<file path="src/rtl/video_timing_gen.sv">
// Parametrised raster timing generator: pixel-enable divider, h/v counters and
// registered blanking/sync/strobe decodes that stay coherent with h/v.
module video_timing_gen #(
    parameter int CE_DIV    = 4,
    parameter int H_TOTAL   = 312,
    parameter int HBL_START = 256,
    parameter int HBL_END   = 8,
    parameter int HS_START  = 264,
    parameter int HS_END    = 304,
    parameter int V_TOTAL   = 262,
    parameter int VBL_START = 224,
    parameter int VBL_END   = 32,
    parameter int VBLE_LEAD = 8,
    parameter int VS_START  = 256,
    parameter int VS_END    = 258,
    localparam int HW = $clog2(H_TOTAL),
    localparam int VW = $clog2(V_TOTAL)
) (
    input  logic          clk,
    input  logic          reset,
    input  logic [3:0]    hs_offset,
    input  logic [3:0]    vs_offset,
    output logic          ce_pix,
    output logic [HW-1:0] h,
    output logic [VW-1:0] v,
    output logic          hbl,
    output logic          vbl,
    output logic          vbl_early,
    output logic          hsync,
    output logic          vsync,
    output logic          line_start,
    output logic          frame_start
);

    localparam int PW = (HW > VW) ? HW : VW;
    localparam int CW = (CE_DIV > 1) ? $clog2(CE_DIV) : 1;

    localparam logic [CW-1:0] CNT_LAST = CW'(CE_DIV - 1);
    localparam logic [HW-1:0] H_LAST   = HW'(H_TOTAL - 1);
    localparam logic [VW-1:0] V_LAST   = VW'(V_TOTAL - 1);
    localparam logic [PW+1:0] H_TOT_W  = (PW+2)'(H_TOTAL);
    localparam logic [PW+1:0] V_TOT_W  = (PW+2)'(V_TOTAL);

    localparam logic [PW-1:0] HBL_A = PW'(HBL_START);
    localparam logic [PW-1:0] HBL_B = PW'(HBL_END);
    localparam logic [PW-1:0] VBL_A = PW'(VBL_START);
    localparam logic [PW-1:0] VBL_B = PW'(VBL_END);
    localparam logic [PW-1:0] VBE_A = PW'((VBL_START - VBLE_LEAD + V_TOTAL) % V_TOTAL);
    localparam logic [PW-1:0] VBE_B = PW'((VBL_END - VBLE_LEAD + V_TOTAL) % V_TOTAL);
    localparam logic [PW-1:0] HS_A0 = PW'(HS_START);
    localparam logic [PW-1:0] HS_B0 = PW'(HS_END);
    localparam logic [PW-1:0] VS_A0 = PW'(VS_START);
    localparam logic [PW-1:0] VS_B0 = PW'(VS_END);

    // Half-open region [a,b) on a circular axis; a > b means it wraps through 0.
    function automatic logic in_region(input logic [PW-1:0] x,
                                       input logic [PW-1:0] a,
                                       input logic [PW-1:0] b);
        logic r;
        if (a <= b) begin
            r = (x >= a) && (x < b);
        end else begin
            r = (x >= a) || (x < b);
        end
        return r;
    endfunction

    function automatic logic [PW-1:0] shift_mod(input logic [PW-1:0] base,
                                                input logic [3:0]    off,
                                                input logic [PW+1:0] total);
        logic signed [PW+1:0] sum;
        logic signed [PW+1:0] tot;
        logic signed [PW+1:0] wrapped;
        tot = $signed(total);
        sum = $signed({2'b00, base}) + $signed({{(PW-2){off[3]}}, off});
        if (sum[PW+1]) begin
            wrapped = sum + tot;
        end else if (sum >= tot) begin
            wrapped = sum - tot;
        end else begin
            wrapped = sum;
        end
        return wrapped[PW-1:0];
    endfunction

    function automatic logic [PW-1:0] widen_h(input logic [HW-1:0] x);
        logic [PW-1:0] w;
        w = '0;
        w[HW-1:0] = x;
        return w;
    endfunction

    function automatic logic [PW-1:0] widen_v(input logic [VW-1:0] x);
        logic [PW-1:0] w;
        w = '0;
        w[VW-1:0] = x;
        return w;
    endfunction

    logic [CW-1:0] cnt_r, cnt_nxt_s;
    logic          ce_pix_r, ce_nxt_s;
    logic [HW-1:0] h_r, h_nxt_s;
    logic [VW-1:0] v_r, v_nxt_s;
    logic [3:0]    hso_r, vso_r, hso_nxt_s, vso_nxt_s;
    logic          line_nxt_s, frame_nxt_s;
    logic [PW-1:0] hp_s, vp_s, hs_a_s, hs_b_s, vs_a_s, vs_b_s;
    logic          hbl_nxt_s, vbl_nxt_s, vble_nxt_s, hsync_nxt_s, vsync_nxt_s;
    logic          hbl_r, vbl_r, vble_r, hsync_r, vsync_r, ls_r, fs_r;

    // Next divider/counter state and the decodes of the position about to be presented.
    always_comb begin
        cnt_nxt_s   = (cnt_r == CNT_LAST) ? '0 : cnt_r + 1'b1;
        ce_nxt_s    = (cnt_nxt_s == CNT_LAST);
        h_nxt_s     = (h_r == H_LAST) ? '0 : h_r + 1'b1;
        if (h_r == H_LAST) begin
            v_nxt_s = (v_r == V_LAST) ? '0 : v_r + 1'b1;
        end else begin
            v_nxt_s = v_r;
        end
        line_nxt_s  = (h_nxt_s == '0);
        frame_nxt_s = line_nxt_s && (v_nxt_s == '0);
        // New offsets apply from the very first pixel of the frame.
        hso_nxt_s   = frame_nxt_s ? hs_offset : hso_r;
        vso_nxt_s   = frame_nxt_s ? vs_offset : vso_r;
        hp_s        = widen_h(h_nxt_s);
        vp_s        = widen_v(v_nxt_s);
        hs_a_s      = shift_mod(HS_A0, hso_nxt_s, H_TOT_W);
        hs_b_s      = shift_mod(HS_B0, hso_nxt_s, H_TOT_W);
        vs_a_s      = shift_mod(VS_A0, vso_nxt_s, V_TOT_W);
        vs_b_s      = shift_mod(VS_B0, vso_nxt_s, V_TOT_W);
        hbl_nxt_s   = in_region(hp_s, HBL_A, HBL_B);
        vbl_nxt_s   = in_region(vp_s, VBL_A, VBL_B);
        vble_nxt_s  = in_region(vp_s, VBE_A, VBE_B);
        hsync_nxt_s = in_region(hp_s, hs_a_s, hs_b_s);
        if (!hsync_r && hsync_nxt_s) begin
            if (vp_s == vs_a_s) begin
                vsync_nxt_s = 1'b1;
            end else if (vp_s == vs_b_s) begin
                vsync_nxt_s = 1'b0;
            end else begin
                vsync_nxt_s = vsync_r;
            end
        end else begin
            vsync_nxt_s = vsync_r;
        end
    end

    // State and output registers; everything but the divider moves only on pixel enables.
    always_ff @(posedge clk) begin
        if (reset) begin
            cnt_r    <= '0;
            ce_pix_r <= 1'b0;
            h_r      <= '0;
            v_r      <= '0;
            hso_r    <= 4'd0;
            vso_r    <= 4'd0;
            hbl_r    <= in_region('0, HBL_A, HBL_B);
            vbl_r    <= in_region('0, VBL_A, VBL_B);
            vble_r   <= in_region('0, VBE_A, VBE_B);
            hsync_r  <= 1'b0;
            vsync_r  <= 1'b0;
            ls_r     <= 1'b1;
            fs_r     <= 1'b1;
        end else begin
            cnt_r    <= cnt_nxt_s;
            ce_pix_r <= ce_nxt_s;
            if (ce_nxt_s) begin
                h_r     <= h_nxt_s;
                v_r     <= v_nxt_s;
                hso_r   <= hso_nxt_s;
                vso_r   <= vso_nxt_s;
                hbl_r   <= hbl_nxt_s;
                vbl_r   <= vbl_nxt_s;
                vble_r  <= vble_nxt_s;
                hsync_r <= hsync_nxt_s;
                vsync_r <= vsync_nxt_s;
                ls_r    <= line_nxt_s;
                fs_r    <= frame_nxt_s;
            end
        end
    end

    assign ce_pix      = ce_pix_r;
    assign h           = h_r;
    assign v           = v_r;
    assign hbl         = hbl_r;
    assign vbl         = vbl_r;
    assign vbl_early   = vble_r;
    assign hsync       = hsync_r;
    assign vsync       = vsync_r;
    assign line_start  = ls_r;
    assign frame_start = fs_r;

endmodule

</file>
<file path="config.mk">
export PLATFORM = sky130hd
export DESIGN_NAME = video_timing_gen
export DESIGN_NICKNAME = d
export VERILOG_FILES = /design/src/rtl/video_timing_gen.sv
export SDC_FILE = /design/constraint.sdc
export NUM_CORES = 1
export LEC_CHECK = 0
export ABC_AREA = 1
export BUFFER_PORTS_ARGS = -buffer_cell sky130_fd_sc_hd__buf_2
export CAP_MARGIN = 0
export CELL_PAD_IN_SITES_DETAIL_PLACEMENT = 0
export CELL_PAD_IN_SITES_GLOBAL_PLACEMENT = 1
export CORE_MARGIN = 2
export CORE_UTILIZATION = 25
export CTS_BUF_LIST = sky130_fd_sc_hd__clkbuf_8
export DETAILED_ROUTE_END_ITERATION = 12
export MAX_ROUTING_LAYER = met4
export PLACE_DENSITY = 0.6
export SKIP_LAST_GASP = 1
export SYNTH_ARGS = -nofsm -noshare
export SYNTH_HDL_FRONTEND = slang
export SYNTH_SLANG_ARGS = --single-unit
export TNS_END_PERCENT = 10
</file>
<file path="constraint.sdc">
create_clock -name clk -period 10.5 [get_ports clk]
set_input_delay 0.525 -clock clk [delete_from_list [all_inputs] [get_ports clk]]
set_output_delay 0.525 -clock clk [all_outputs]
set_load 0.02 [all_outputs]
</file>
Yosys cells after proc, flatten, opt, wreduce, memory -nomap -nowiden
Cells that the tools add are included.
{"block": "classes", "n_addsub": 15, "order_cmp": 13, "n_eq_ne": 6, "muxes": 17, "n_reduce_logical": 12}
{"cell": "2-to-1 mux 9 bit", "count": 11}
{"cell": "adder 10 x 4 -> 11 bit (first input constant)", "count": 4}
{"cell": ">= comparator 11 x 10 -> 1 bit (second input constant)", "count": 4}
{"cell": "adder 9 bit (second input constant)", "count": 4}
{"cell": "subtractor 9 bit (second input constant)", "count": 4}
{"cell": "adder 9 x 1 -> 9 bit (second input constant)", "count": 2}
{"cell": "== test 9 bit", "count": 2}
{"cell": "== test 9 bit (second input constant)", "count": 2}
{"cell": ">= comparator 9 x 8 -> 1 bit (second input constant)", "count": 2}
{"cell": "logical NOT 9 bit", "count": 2}
{"cell": ">= comparator 9 bit", "count": 1}
{"cell": ">= comparator 9 bit (second input constant)", "count": 1}
{"cell": "less-or-equal comparator 9 bit", "count": 1}
{"cell": "< comparator 9 x 4 -> 1 bit (second input constant)", "count": 1}
{"cell": "< comparator 9 x 5 -> 1 bit (second input constant)", "count": 1}
{"cell": "< comparator 9 x 6 -> 1 bit (second input constant)", "count": 1}
{"cell": "< comparator 9 bit", "count": 1}
{"cell": "2-to-1 mux 4 bit", "count": 2}
{"cell": "== test 2 bit (second input constant)", "count": 2}
{"cell": "logical OR 1 bit", "count": 4}
{"cell": "logical AND 1 bit", "count": 3}
{"cell": "2-to-1 mux 1 bit", "count": 3}
{"cell": "AND reduction 3 bit", "count": 1}
{"cell": "adder 2 x 1 -> 2 bit (second input constant)", "count": 1}
{"cell": "other kinds (3)", "count": 3}
{"block": "word_totals", "ff_bits": 36, "input_bits": 10, "output_inout_bits": 26, "word_cells": 76}

Longest topological paths before layout
Gate-level depths: netlist of run 1.
{"block": "depth", "depth_word": 15, "mapped_depth": 33, "depth_no_buf": 33}

Least setup slack after synthesis of run 1
Ideal clock, no wire load.
{"block": "synth_timing", "path_kind": "reg2reg", "start": "reg h_r[0] (netlist: h[0])", "end": "reg vsync_r (netlist: vsync)", "setup_time_ns": 0.067, "t_arrival_ns": 3.680, "t_required_ns": 10.433, "slack_ns": 6.753, "path_stages_with_launch": 30, "path_buffers": 0, "period_less_slack_ns": 3.747, "cell_sequence": "dfxtp_1 ha_1 nand2_2 inv_2 nand2_2 nor2_4 nand4_1 nand3_2 inv_1 nor2_2 nand3_4 inv_2 nand2_1 nand2_1 inv_1 ha_1 a21oi_1 o21ai_0 a21oi_1 nor2_1 o21bai_1 nand4_1 or2_2 nor2_1 o21ai_0 nor2_1 nand3_1 nor2_1 nand2_1 a21oi_2"}
{"block": "synth_between", "elab_chain_cells": 14, "elab_cells_between_ends": 45, "cone_classes": "add/sub: 13; order compare: 7; eq/ne: 3; mux: 14; reduce/logical: 8"}
{"element": "start, declared", "line_no": "102", "rtl": "logic [HW-1:0] h_r, h_nxt_s;"}
{"element": "start signal, assigned", "line_no": "168", "rtl": "h_r <= h_nxt_s;"}
{"element": "adder 9 x 1 -> 9 bit or == test 9 bit (tied branches)", "line_no": "114, 115"}
{"element": "2-to-1 mux 9 bit, on equally long branches", "line_no": "114, 115"}
{"element": "logical NOT 9 bit, on equally long branches", "line_no": "120, 121"}
{"element": "logical AND 1 bit", "line_no": "121", "rtl": "frame_nxt_s = line_nxt_s && (v_nxt_s == '0);"}
{"element": "2-to-1 mux 4 bit", "line_no": "123", "rtl": "hso_nxt_s = frame_nxt_s ? hs_offset : hso_r;"}
{"element": "adder 10 x 4 -> 11 bit", "line_no": "75", "rtl": "sum = $signed({2'b00, base}) + $signed({{(PW-2){off[3]}}, off});"}
{"element": "subtractor 9 bit or >= comparator 11 x 10 -> 1 bit (tied branches)", "line_no": "79, 78"}
{"element": "2-to-1 mux 9 bit", "line_no": "78", "rtl": "end else if (sum >= tot) begin"}
{"element": "2-to-1 mux 9 bit", "line_no": "76", "rtl": "if (sum[PW+1]) begin"}
{"element": ">= comparator 9 bit or < comparator 9 bit (tied branches)", "line_no": "61, 63"}
{"element": "logical OR 1 bit or logical AND 1 bit (tied branches)", "line_no": "63, 61"}
{"element": "2-to-1 mux 1 bit", "line_no": "60", "rtl": "if (a <= b) begin"}
{"element": "logical AND 1 bit", "line_no": "135", "rtl": "if (!hsync_r && hsync_nxt_s) begin"}
{"element": "AND reduction 3 bit (no line)"}
{"element": "end signal, assigned", "line_no": "176", "rtl": "vsync_r <= vsync_nxt_s;"}
{"element": "end, declared", "line_no": "108", "rtl": "logic hbl_r, vbl_r, vble_r, hsync_r, vsync_r, ls_r, fs_r;"}
Several ways; a longest one is shown, not always the timed one.
A chain may end at the register's enable or synchronous reset.

Worst setup path in the final report of run 1
Ends and elaborated chain as after synthesis.

==> results of run 1 <==
-- Yosys cell counts, drive strengths merged --
| cell type | number |
|---|---|
| nand2 | 138 |
| inv | 75 |
| nor2 | 60 |
| nand3 | 49 |
| dfxtp | 36 |
| o21ai | 34 |
| a21oi | 31 |
| ha | 19 |
| clkbuf | 8 |
| nand4 | 7 |
| nor3 | 4 |
| xnor2 | 4 |
| o211ai | 3 |
| a211oi | 2 |
| buf | 2 |
| nand3b | 2 |
| a41oi | 1 |
| clkinv | 1 |
| mux2i | 1 |
| nor4 | 1 |
| o21bai | 1 |
| or2 | 1 |
-- cells in the final DEF, fill, tap and decap left out, drive strengths merged, types with 5 or more instances in the layout --
cell / Yosys / layout
a21oi: 31 / 31
buf: 2 / 36
clkbuf: 8 / 5
dfxtp: 36 / 36
ha: 19 / 19
inv: 75 / 75
nand2: 138 / 138
nand3: 49 / 49
nand4: 7 / 7
nor2: 60 / 60
o21ai: 34 / 34
-- final cells by class --
cell class / count / area (sq um) / area share
Tap cell: 143 / 179 / 0.0533
Timing Repair Buffer: 36 / 183 / 0.0544
Clock buffer: 5 / 68.8 / 0.0205
Multi-Input combinational cell: 358 / 1880 / 0.559
Clock inverter: 3 / 42.5 / 0.0127
Sequential cell: 36 / 721 / 0.215
Inverter: 76 / 287 / 0.0853
-- state kept, by name, summed over array words and instances (netlist names) --
| signal | flops |
|---|---|
| hsync | 1 |
| cnt_r | 2 |
| ce_pix | 1 |
| line_start | 1 |
| h | 9 |
| frame_start | 1 |
| v | 9 |
| hbl | 1 |
| vbl_early | 1 |
| hso_r | 4 |
| vsync | 1 |
| vbl | 1 |
| vso_r | 4 |
-- through the flow --
stage	std cells	power (mW)	setup WS, ns	hold WS, ns	utilization
after detailed placement	649	0.325	6.10	0.446	0.284
final	657	0.453	6.12	0.453	0.294
after global routing	657	0.489	5.64	0.486	0.294
after floorplan	480	0.281	6.75	0.428	-
after global placement	649	0.325	6.19	0.434	0.284
after CTS	657	0.458	6.08	0.460	0.294
-- layer usage --
layer,GRT usage,wire [um],up-vias
met5,-,0,-
met4,0.0350,120,0
met3,0.0254,301,8
met2,0.237,3870,42
met1,0.206,4590,1339
li1,-,-,1599
-- critical path, delay by kind of cell (launching register included) --
kind	cells	cell delay [ns]
and+or+nand+nor	17	2.43
adders and majority gates	2	0.56
buffers and inverters	2	0.17
AOI/OAI and AO/OA	6	0.72
DFF	1	0.41
-- final timing paths --
kind	from	to	slack (ns)	cells past startpoint
min reg2reg	cnt_r[0]	cnt_r[0]	0.45	1
max	h[0]	vsync	6.12	27
min	cnt_r[0]	cnt_r[0]	0.45	1
max reg2reg	h[0]	vsync	6.12	27
-- power groups by stage --
stage	clock network (mW)	logic, mW	registers [mW]
global route	0.141	0.180	0.168
global placement	0	0.157	0.168
detailed placement	0	0.156	0.168
CTS	0.136	0.157	0.165
finish	0.131	0.156	0.165
floorplan	0	0.107	0.174
-- logic make-up after synthesis --
kind of cell	Yosys count
buffers and inverters	86
XOR/XNOR	4
adder cells (fa/ha/maj)	19
multiplexers	1
flip-flops	36
AND/OR/NAND/NOR	262
AO/OA/AOI/OAI	72
==> results.json, run 1 <==
{
  "status": "finished clean",
  "tightest_slew_ns": 0.845,
  "synth-seq-cells": 36,
  "cts_resized": 0,
  "synthSimpleGateAreaFrac": 0.413,
  "synth_cells": 480,
  "holdBufCountCts": 0,
  "p_leak_nw": 1.71,
  "via_per_inst": 4.55,
  "crit_path_max_incr_delay_ns": 0.41,
  "fin_worst_skew_ns": 0.00875,
  "ios": 36,
  "drv_cap": 0,
  "slew_headroom": 0.436,
  "nFillCells": 1346,
  "ys_seq_area_frac": 0.246,
  "clock-sinks": 36,
  "period_share": 0.417,
  "htreeDepth": 2,
  "worst_path_max_delay_cell": "dfxtp_1",
  "die_area_sq_um": 12600,
  "start_util": 0.256,
  "peakVddDrop_uv": 66.9,
  "endpoint_kind": "register",
  "slew_violations": 0,
  "switching_share": 0.400,
  "synthAdderAreaFrac": 0.0812,
  "synthDistinctLibCells": 35,
  "clk_pin_slew_ns": 0.09,
  "grt_max_degree": 37,
  "die_h_um": 112,
  "synth_warnings": 0,
  "post_cts_buffers": 0,
  "path_common_cell": "nand2_1",
  "port_buffers": 35,
  "synth.top_cell.area_share": 0.246,
  "diodes": 0,
  "powerDensity_nw_per_um2": 135,
  "dp_hpwl_mm": 6.82,
  "cts_tree": "done",
  "fmax_ghz": 0.228,
  "fin_crit_ns": 4.38,
  "grt_pass1_wl_mm": 14.9,
  "start_kind": "register",
  "p_seq_frac": 0.364,
  "synth_top_family_by_area": "simple AND/OR/NAND/NOR gates",
  "p_clk_frac": 0.290,
  "crit_type": "reg2reg",
  "area_growth_pct": 14.7,
  "grt_pass1_vias": 2866,
  "track_usage": 0.152,
  "p_int_mw": 0.272,
  "insertion_delay_ns": 0.31,
  "drt_wl_total_mm": 8.89,
  "routedWlPerCell_um": 13.5,
  "power_frac_comb": 0.346,
  "synth_nets": 509,
  "syn_area_per_cell_sq_um": 6.10,
  "cts_root_buf": "clkbuf_8",
  "rsz0062_at_grt": "false",
  "worstPathRequired_ns": 10.74,
  "overflow": 0,
  "final_layout_size_suffix_gt1_frac": 0.165,
  "hold_path_class": "reg2reg",
  "synth_compound_area_frac": 0.132,
  "drtPass1Iterations": 4,
  "cts_buffers": 5,
  "synth_largest_area_cell": "dfxtp_1",
  "finalSetupViolCount": 0,
  "placedInstanceArea_sq_um": 3250,
  "vias": 2988,
  "ys_top_cells_by_area": "dfxtp_1 25%, nand2_1 16%, inv_1 8.8%",
  "syn_area_sq_um": 2930,
  "synthXorXnorAreaFrac": 0.0120,
  "hold_viol": 0,
  "fin_setup_tns_ns": 0,
  "grt_antenna_before_repair": 0,
  "crit_arrival_ns": 4.62,
  "place_congestion": 0.855,
  "drc_errors": 0,
  "fin_area_sq_um": 3360,
  "fin_nets": 542,
  "postRouteAntennaNets": 0,
  "drt_iter0_drc": 214,
  "design.core.area_sq_um": 11400,
  "muxShareOfSynthArea": 0.00342,
  "crit_fanout": 10,
  "die_w_um": 112,
  "placementRows": 39,
  "p_switching_mw": 0.181,
  "cts_buffer_depth": 2
}
Note: power is estimated with default switching activity, not from simulation.
==> run 2, diff against run 1 <==
Settings changed: ABC_AREA 1 to 0, PLACE_DENSITY 0.6 to 0.57.
Clock period 10.5 ns to 4.3 ns, I/O delays scaled along.
==> run 2 against run 1 <==
Against the previous run: total power grew 91%; sequential power rose by 120%; via count down 11%; global-route usage down 1.2 points; sequential cell count stayed put; critical path depth is 10 lower; utilization rose by 1.4 points; non-clock buffer count up 27; first-iteration DRC count down 45%; count of clock-buffer cells in the layout grew 1; critical path type unchanged; critical endpoint unchanged; largest cell class unchanged.
==> results.json, run 2 <==
{
  "layout.cells.non_filler": 541,
  "holdBufCountCts": 0,
  "final_core_util": 0.308,
  "final_layout_size_suffix_gt1_frac": 0.237,
  "fin_area_sq_um": 3360,
  "grt_pass1_vias": 2486,
  "cts_root_buf": "clkbuf_8",
  "ys_seq_area_frac": 0.257,
  "ys_async_sr_fraction": 0,
  "synth.top_cell.area_share": 0.257,
  "fin_setup_tns_ns": 0,
  "regToRegSetupSlack_ns": 0.36,
  "tightest_slew_ns": 0.740,
  "drt_wl_total_mm": 7.94,
  "track_usage": 0.140,
  "die_h_um": 110,
  "p_int_mw": 0.579,
  "min_from": "hs_offset[3]",
  "postRouteAntennaNets": 0,
  "area_growth_pct": 19.7,
  "p_seq_frac": 0.422,
  "grt_pass1_wl_mm": 12.8,
  "fin_nets": 429,
  "placementRows": 38,
  "start_kind": "register",
  "grt_max_degree": 38,
  "path_common_cell": "a21oi_1",
  "reg2reg_to": "vsync",
  "nFillCells": 1162,
  "place_congestion": 0.845,
  "r2r_cells": 17,
  "slew_violations": 0,
  "endpoint_kind": "register",
  "p_clk_frac": 0.294,
  "diodes": 0,
  "worstPathRequired_ns": 4.53,
  "drt_iter0_drc": 117,
  "dp_slack_ns": 0.183,
  "synth-edff-count": 0,
  "crit_path_max_incr_delay_ns": 0.47,
  "clock-sinks": 36,
  "hold_depth": 3,
  "die_area_sq_um": 12100,
  "hold_path_class": "in2reg",
  "yosysMostFrequentCell": "nor2_1",
  "synth_cells": 353,
  "drc_errors": 0,
  "crit_fanout": 9,
  "hold_slack_ns": 0.208,
  "cts_buffer_depth": 2,
  "worst_path_max_delay_cell": "dfxtp_1",
  "synth_warnings": 0,
  "status": "finished clean",
  "ios": 36,
  "insertion_delay_ns": 0.29,
  "period_share": 0.916,
  "rsz0062_at_grt": "false",
  "syn_area_per_cell_sq_um": 7.95,
  "start_util": 0.258,
  "power_mw": 0.863,
  "synthDistinctLibCells": 62,
  "placedInstanceArea_sq_um": 3220,
  "die_w_um": 110,
  "peakVddDrop_uv": 125,
  "finalSetupViolCount": 0,
  "r2r_start": "h[4]",
  "slew_headroom": 0.507,
  "clk_pin_slew_ns": 0.08,
  "synth_nets": 382,
  "hold_viol": 0,
  "fin_crit_ns": 3.94,
  "setup_slack_ns": 0.361,
  "overflow": 0,
  "drtPass1Iterations": 4,
  "ys_top_cells_by_area": "dfxtp_1 26%, ha_1 8.5%, nor2_1 5.5%",
  "final_common_cell": "nor2_1",
  "synth_largest_area_cell": "dfxtp_1",
  "htreeDepth": 2,
  "dp_hpwl_mm": 5.93,
  "drv_cap": 0,
  "cp_num_buf_inv": 1,
  "fin_worst_skew_ns": 0.00950,
  "crit_arrival_ns": 4.16,
  "syn_area_sq_um": 2810,
  "crit_type": "reg2reg",
  "path_delay_family": "simple AND/OR/NAND/NOR gates",
  "p_switching_mw": 0.284,
  "power_frac_comb": 0.284,
  "via_per_inst": 4.91,
  "path_cells": "and4_4 > nand4_1 > mux2i_2 > nand4_2 > nor3_4 > buf_4 > mux2i_1 > ha_1 > a21oi_1 > a21oi_1 > o21a_1 > o21ai_0 > o211ai_1 > a21oi_1 > nor3b_1 > o221ai_1 > o21ai_1",
  "design.core.area_sq_um": 10900,
  "routedWlPerCell_um": 14.7,
  "synth-seq-cells": 36,
  "cts_buffers": 5,
  "crit_path_start": "h[4]",
  "switching_share": 0.329,
  "synth_top_cells_by_count": "41 x nor2_1, 36 x dfxtp_1, 25 x a21oi_1",
  "cts_tree": "done",
  "fmax_ghz": 0.254,
  "vias": 2658,
  "final_cell_mix": "41 x nor2_1, 35 x buf_2, 31 x dfxtp_1",
  "hold_end": "hso_r[3]",
  "grt_antenna_before_repair": 0,
  "powerDensity_nw_per_um2": 257,
  "dp.cells": 529,
  "synthFlopType": "dfxtp_1",
  "port_buffers": 35,
  "p_leak_nw": 1.30
}
## run 2: power groups by stage
stage          Combinational [mW]  Sequential [mW]  Clock [mW]
6_report                    0.246            0.364       0.254
5_1_grt                     0.275            0.367       0.280
4_1_cts                     0.246            0.364       0.267
3_5_place_dp                0.244            0.372           0
3_3_place_gp                0.244            0.372           0
2_1_floorplan               0.158            0.383           0
## run 2: what timing repair did
action | 4_1_cts | 5_1_grt
gates resized for setup | 0 | 9
endpoints found under the setup margin | 0 | 1
setup buffers | 0 | 4
## run 2: layer usage
| layer | up-vias | part of all wire | global-route usage | wire length [um] |
|---|---|---|---|---|
| li1 | 1359 | - | - | - |
| met1 | 1244 | 0.50 | 0.184 | 3930 |
| met2 | 48 | 0.46 | 0.228 | 3660 |
| met3 | 7 | 0.033 | 0.0178 | 265 |
| met4 | 0 | 0.010 | 0.0325 | 82 |
| met5 | - | 0 | - | 0 |
## run 2: worst max-delay path by stage
| stage | slack [ns] | cells past startpoint | to |
|---|---|---|---|
| after floorplan | 0.12 | 19 | vsync |
| after global placement | 0.22 | 16 | vsync |
| final | 0.36 | 17 | vsync |
| after CTS | 0.13 | 17 | vsync |
| after detailed placement | 0.18 | 17 | vsync |
| after global routing | 0.009 | 17 | vsync |
## run 2: cell type report
| type | count | area [sq um] | area share |
|---|---|---|---|
| tap | 140 | 175 | 0.0522 |
| sequential | 36 | 727 | 0.217 |
| timing repair buffer | 63 | 385 | 0.115 |
| inverter | 14 | 52.6 | 0.0157 |
| clock inverter | 2 | 7.51 | 0.00224 |
| multi-input combinational | 280 | 1930 | 0.574 |
| clock buffer | 6 | 82.6 | 0.0246 |
## run 2: worst register-to-register path: stages (launching register included)
cell	delay, ns
dfxtp_1	0.47
and4_4	0.34
nand4_1	0.20
mux2i_2	0.30
nand4_2	0.20
nor3_4	0.33
buf_4	0.19
mux2i_1	0.26
ha_1	0.30
a21oi_1	0.13
a21oi_1	0.08
o21a_1	0.16
o21ai_0	0.14
o211ai_1	0.13
a21oi_1	0.18
nor3b_1	0.21
o221ai_1	0.14
o21ai_1	0.12
## run 2: logic make-up (layout without fill, tap and decap cells)
| kind of cell | Yosys count | in the layout | synth area share |
|---|---|---|---|
| DFF | 36 | 36 | 0.257 |
| muxes | 17 | 17 | 0.0642 |
| adders and majority gates | 19 | 19 | 0.0847 |
| xor gates and xnor gates | 26 | 26 | 0.0812 |
| buffers and inverters | 37 | 85 | 0.0589 |
| AOI/OAI and AO/OA | 77 | 77 | 0.181 |
| and+or+nand+nor | 141 | 141 | 0.273 |
